**config.mk**
```make
export PLATFORM = sky130hd
export DESIGN_NAME = macc_dot_seq
export DESIGN_NICKNAME = d
export VERILOG_FILES = /design/src/rtl/macc_dot_seq.sv
export SDC_FILE = /design/constraint.sdc
export NUM_CORES = 1
export LEC_CHECK = 0
export ABC_AREA = 1
export ABC_CLOCK_PERIOD_IN_PS = 1600
export BUFFER_PORTS_ARGS = -buffer_cell sky130_fd_sc_hd__buf_4
export CELL_PAD_IN_SITES_DETAIL_PLACEMENT = 1
export CELL_PAD_IN_SITES_GLOBAL_PLACEMENT = 1
export CORE_ASPECT_RATIO = 2
export CORE_MARGIN = 2
export CORE_UTILIZATION = 31
export DETAILED_ROUTE_END_ITERATION = 6
export PLACE_DENSITY_LB_ADDON = 0.1
export SLEW_MARGIN = 5
export SYNTH_ARGS = -nofsm -noshare
export SYNTH_HDL_FRONTEND = slang
export SYNTH_SLANG_ARGS = --single-unit
```
**constraint.sdc**
```tcl
create_clock -name CLK -period 1.6 [get_ports CLK]
set_input_delay 0.08 -clock CLK [delete_from_list [all_inputs] [get_ports CLK]]
set_output_delay 0.08 -clock CLK [all_outputs]
set_load 0.02 [all_outputs]
```
**src/rtl/macc_dot_seq.sv**
```systemverilog
// ---------------------------------------------------------------------------
// macc_dot_seq
// Job sequencer for a shared 18x18 multiply-accumulate datapath. A START
// accepts a dot-product job of LEN operand pairs. The sequencer first clears
// the accumulator, then streams the operand pairs into the MACC. It waits for
// the MACC pipeline to empty and finally returns the 48-bit result on a
// valid/ready port.
//
// Ports
//   CLK, RST          clock (rising edge), synchronous active-low reset
//   START, LEN, BUSY  job request, job length, job-in-progress flag
//   S_VALID/S_READY   operand stream handshake
//   S_A, S_B, S_SUB   operand pair and add(0)/subtract(1) select
//   MACC_RST          active-high accumulator clear
//   MACC_A/B/ADD_SUB  registered operands towards the MACC
//   MACC_P            MACC accumulator output
//   R_VALID/R_READY   result handshake
//   R_DATA            accumulated result, held until handshake
// ---------------------------------------------------------------------------
module macc_dot_seq #(
    parameter int MACC_LAT = 4,
    parameter int LEN_W    = 10,
    parameter int CLR_CYC  = 2
) (
    input  logic             CLK,
    input  logic             RST,
    input  logic             START,
    input  logic [LEN_W-1:0] LEN,
    output logic             BUSY,
    input  logic             S_VALID,
    output logic             S_READY,
    input  logic [17:0]      S_A,
    input  logic [17:0]      S_B,
    input  logic             S_SUB,
    output logic             MACC_RST,
    output logic [17:0]      MACC_A,
    output logic [17:0]      MACC_B,
    output logic             MACC_ADD_SUB,
    input  logic [47:0]      MACC_P,
    output logic             R_VALID,
    input  logic             R_READY,
    output logic [47:0]      R_DATA
);

    localparam int CLR_W = $clog2(CLR_CYC + 1);
    localparam int DRN_W = $clog2(MACC_LAT + 2);

    typedef enum logic [2:0] {IDLE, CLEAR, RUN, DRAIN, DONE} state_t;

    state_t           state, state_nxt;
    logic [LEN_W-1:0] remaining;
    logic [CLR_W-1:0] clr_cnt;
    logic [DRN_W-1:0] drn_cnt;
    logic             xfer;
    logic             clr_last;
    logic             drn_last;

    assign S_READY  = (state == RUN);
    assign BUSY     = (state != IDLE);
    assign xfer     = S_VALID & S_READY;
    assign clr_last = (clr_cnt == CLR_W'(CLR_CYC - 1));
    // One cycle for the operand register plus the MACC pipeline depth.
    assign drn_last = (drn_cnt == DRN_W'(MACC_LAT));

    always_comb begin
        state_nxt = state;
        case (state)
            IDLE:  if (START) state_nxt = CLEAR;
            CLEAR: if (clr_last) state_nxt = (remaining != '0) ? RUN : DRAIN;
            RUN:   if (xfer && remaining == LEN_W'(1)) state_nxt = DRAIN;
            DRAIN: if (drn_last) state_nxt = DONE;
            DONE:  if (R_READY) state_nxt = IDLE;
            default: state_nxt = IDLE;
        endcase
    end

    always_ff @(posedge CLK) begin
        if (!RST) begin
            state        <= IDLE;
            remaining    <= '0;
            clr_cnt      <= '0;
            drn_cnt      <= '0;
            MACC_RST     <= 1'b1;
            MACC_A       <= '0;
            MACC_B       <= '0;
            MACC_ADD_SUB <= 1'b0;
            R_VALID      <= 1'b0;
            R_DATA       <= '0;
        end else begin
            state <= state_nxt;
            // Registered from the next state so the clear lines up exactly
            // with the CLEAR cycles.
            MACC_RST <= (state_nxt == CLEAR);

            // Bubbles feed zero operands so they contribute nothing.
            MACC_A       <= xfer ? S_A   : '0;
            MACC_B       <= xfer ? S_B   : '0;
            MACC_ADD_SUB <= xfer ? S_SUB : 1'b0;

            if (state == IDLE && START)
                remaining <= LEN;
            else if (xfer)
                remaining <= remaining - LEN_W'(1);

            clr_cnt <= (state == CLEAR) ? clr_cnt + CLR_W'(1) : '0;
            drn_cnt <= (state == DRAIN) ? drn_cnt + DRN_W'(1) : '0;

            if (state == DRAIN && drn_last) begin
                R_VALID <= 1'b1;
                R_DATA  <= MACC_P;
            end else if (state == DONE && R_READY) begin
                R_VALID <= 1'b0;
            end
        end
    end

endmodule

```
==> run_results.csv <==
group,metric,value,unit
route,wl_met3,853,µm
worst_hold_path,hold_start,"LEN[2]",
global_routing,grt_pass1_vias,5018,
route,drt_first_pass_iters,6,
sta,finalMaxSlewViolations,0,
placed_design,gp_congestion,0.831,
clocking,clk_pin_slew_worst_paths,0.07,ns
worst_setup_path,r2r-end,"R_DATA[30]",
synthesis,synth_edf_count,0,
placed_design,hpwl,10000,µm
floorplanning,ioPinCount,189,
worst_setup_path,arrival,1.71,ns
worst_setup_path,reg2reg_depth,7,
sta,hold_viol,0,
floorplanning,start_util,31.5,%
sta,setup_ws,0.126,ns
job,cap_violations,0,
route,routed.top_layer,"met4",
final_layout,nNetsFinal,895,
final_layout,fin_util,54.7,%
global_routing,gr-total-overflow,0,
clocking,tritoncts,"done",
synthesis,yosysWarnings,0,
route,drc,0,
floorplanning,die_x,82.5,µm
worst_setup_path,cp_slowest_stage_delay,0.35,ns
sta,setup_viol,0,
worst_hold_path,hp-class,"primary input to register",
synthesis,yosysMostFrequentCell,"nor2_1",
power_and_ir_drop,report.power.total,5.65,mW
clocking,cts.path.max_buffers,2,
final_layout,drive_gt1_share,29.1,%
worst_setup_path,cp_slowest_cell,"dfxtp_1",
route,wl,15500,µm
synthesis,synth.distinct_cells,23,
worst_setup_path,critPathMaxFanout,28,
synthesis,synth_nets,614,
placed_design,place_area,0.00547,mm²
placed_design,dp_worst_setup_slack,0.149,ns
floorplanning,core_area,0.0121,mm²
final_layout,register_area,0.00210,mm²
final_layout,fin_cells,943,
power_and_ir_drop,leakagePower,3.42,nW
global_routing,grt_max_degree,38,
final_layout,design_area,0.00663,mm²
sta,fin_crit,1.47,ns
placed_design,placedCellCount,838,
synthesis,synth_top_area_cell,"dfxtp_1",
synthesis,ys_seq_area_share,55.0,%
final_layout,syn_to_final_growth,73.4,%
worst_setup_path,required,1.83,ns
synthesis,postSynthAreaPerCell,7.52,µm²
sta,rsz0062_at_grt,"no",
route,drt-wirelength-per-cell,16.4,µm
clocking,clkLatencyLatePin,0.35,ns
clocking,cts_buffers,9,
worst_setup_path,rrSetupSlack,0.13,ns
worst_setup_path,r2r_start,"state[1]",
synthesis,ys_top_cells_by_count,"166 x nor2_1, 105 x dfxtp_1, 66 x inv_1, 58 x o21ai_0, 44 x nand2_1",
synthesis,synthArstFlopShare,0,%
worst_setup_path,cp-end-kind,"register",
power_and_ir_drop,pwr-share-clk,37.5,%
power_and_ir_drop,p_comb_share,14.9,%
route,wl_met2,8890,µm
route,via_per_inst,4.63,
placed_design,portBuffers,188,
floorplanning,fp-row-count,57,
sta,tightestPinTransition,0.478,ns
worst_setup_path,startpoint,"state[1]",
final_layout,fill_cells,1501,
route,vias,4364,
clocking,root_buffer,"clkbuf_16",
worst_setup_path,path_cells,"buf_4 -> nand3_1 -> nor2_4 -> clkinv_1 -> buf_4 -> nor2_1 -> nor2_1",
worst_setup_path,critPathLaunchType,"register",
power_and_ir_drop,power_frac_seq,47.6,%
worst_hold_path,holdPathEnd,"remaining[2]",
floorplanning,die-height,161,µm
global_routing,grt_usage,24.1,%
synthesis,synth_cells,508,
floorplanning,die_area,0.0133,mm²
power_and_ir_drop,internal_power,4.18,mW
power_and_ir_drop,swShare,26.0,%
clocking,cts.sinks,105,
sta,fmax,679,MHz
worst_setup_path,critPathKind,"register to register",
power_and_ir_drop,vdd_drop_max,0.547,mV
sta,setup_tns,0,ns
status,outcome,"completed",
global_routing,antenna_found_initial,3,
sta,fin_skew,0.0104,ns
synthesis,ys_top_cells_by_area,"dfxtp_1 55%, nor2_1 16%, o21ai_0 7.6%",
synthesis,ys_ff_latch,105,
power_and_ir_drop,p_sw,1.47,mW
synthesis,netlist_area,0.00382,mm²
route,ant_nets,0,
sta,hold-worst-slack,0.0259,ns
power_and_ir_drop,cellPowerDensity,852,mW/mm²
final_layout,multiInputGateArea,0.00139,mm²
global_routing,grt_pass1_wl,24200,µm
synthesis,synth_top_area_share,55.0,%
worst_hold_path,min_path_cells,3,
synthesis,synthFlopType,"dfxtp_1",
sta,relSlewSlack,68.1,%
sta,post-route-period-util,92.1,%
route,wl_met1,5040,µm
route,drt_iter0_markers,120,
clocking,htreeDepth,3,
metal layers:
layer	track usage, %	vias to the layer above
li1	-	2106
met1	22.9	2073
met2	45.2	140
met3	6.26	45
met4	12.1	0
met5	0	-
final cells by class:
class | count | area share [%]
timing repair buffer | 292 | 36.5
sequential | 105 | 31.7
multi-input combinational | 314 | 21.0
inverter | 67 | 3.79
clock buffer | 9 | 3.40
tap | 147 | 2.77
clock inverter | 6 | 0.755
antenna | 3 | 0.113
layout by cell type, fill, tap and decap left out:
cell type / count
inv_6: 2
or2_2: 3
o211ai_1: 1
clkinv_4: 1
diode_2: 3
nand4_1: 2
xor2_1: 1
nor2_4: 1
clkbuf_16: 9
inv_2: 1
a21oi_1: 8
buf_12: 1
clkinv_1: 1
xnor2_1: 1
clkinvlp_4: 1
ha_1: 6
clkinv_2: 1
o21ai_0: 58
nor3_1: 2
nor3_2: 1
nand3_2: 1
a31oi_1: 1
dfxtp_1: 105
nand3_1: 15
dlygate4sd3_1: 85
inv_1: 65
nand2_1: 44
inv_8: 1
buf_4: 206
nor2_1: 166
and3_1: 1
nand2_2: 2
power by group through the flow:
| stage | Sequential (mW) | Combinational [mW] | Clock [mW] |
|---|---|---|---|
| 5_1_grt | 2.70 | 0.931 | 2.27 |
| 4_1_cts | 2.69 | 0.827 | 2.18 |
| 2_1_floorplan | 2.75 | 0.298 | 0 |
| 3_3_place_gp | 2.75 | 0.637 | 0 |
| 3_5_place_dp | 2.75 | 0.654 | 0 |
| 6_report | 2.69 | 0.841 | 2.12 |
worst max-delay path: cells and delay by family, from the launching register on:
family                 cells  cell delay [ns]
AND/OR/NAND/NOR            4             0.55
buffers and inverters      3             0.46
flip-flops                 1             0.35
kinds of logic after synthesis:
kind of cell / Yosys count / share of synthesized area [%]
AO/OA/AOI/OAI: 68 / 9.00
XOR/XNOR: 2 / 0.458
adder cells (fa/ha/maj): 6 / 1.96
buffers and inverters: 89 / 9.00
flip-flops: 105 / 55.0
AND/OR/NAND/NOR: 238 / 24.6
what timing repair did:
item                                   in CTS  in global routing
setup buffers                               0                  2
endpoints found under the hold margin      85                  0
setup endpoints to repair                   0                 25
hold buffers                               85                  0
gates resized for setup                     0                  2
flip-flops by register name, summed over array words and instances, names as in the netlist:
signal	flops
clr_cnt	2
R_DATA	48
MACC_RST	1
state	3
R_VALID	1
MACC_ADD_SUB	1
MACC_A	18
MACC_B	18
drn_cnt	3
remaining	10
how the worst max path moves through the flow:
stage	end	slack, ns
CTS	remaining[7]	0.09
detailed placement	remaining[7]	0.15
finish	R_DATA[30]	0.13
global route	R_DATA[44]	0.0002
floorplan	R_DATA[14]	0.25
global placement	state[1]	0.18
(Power assumes the default switching activity.)
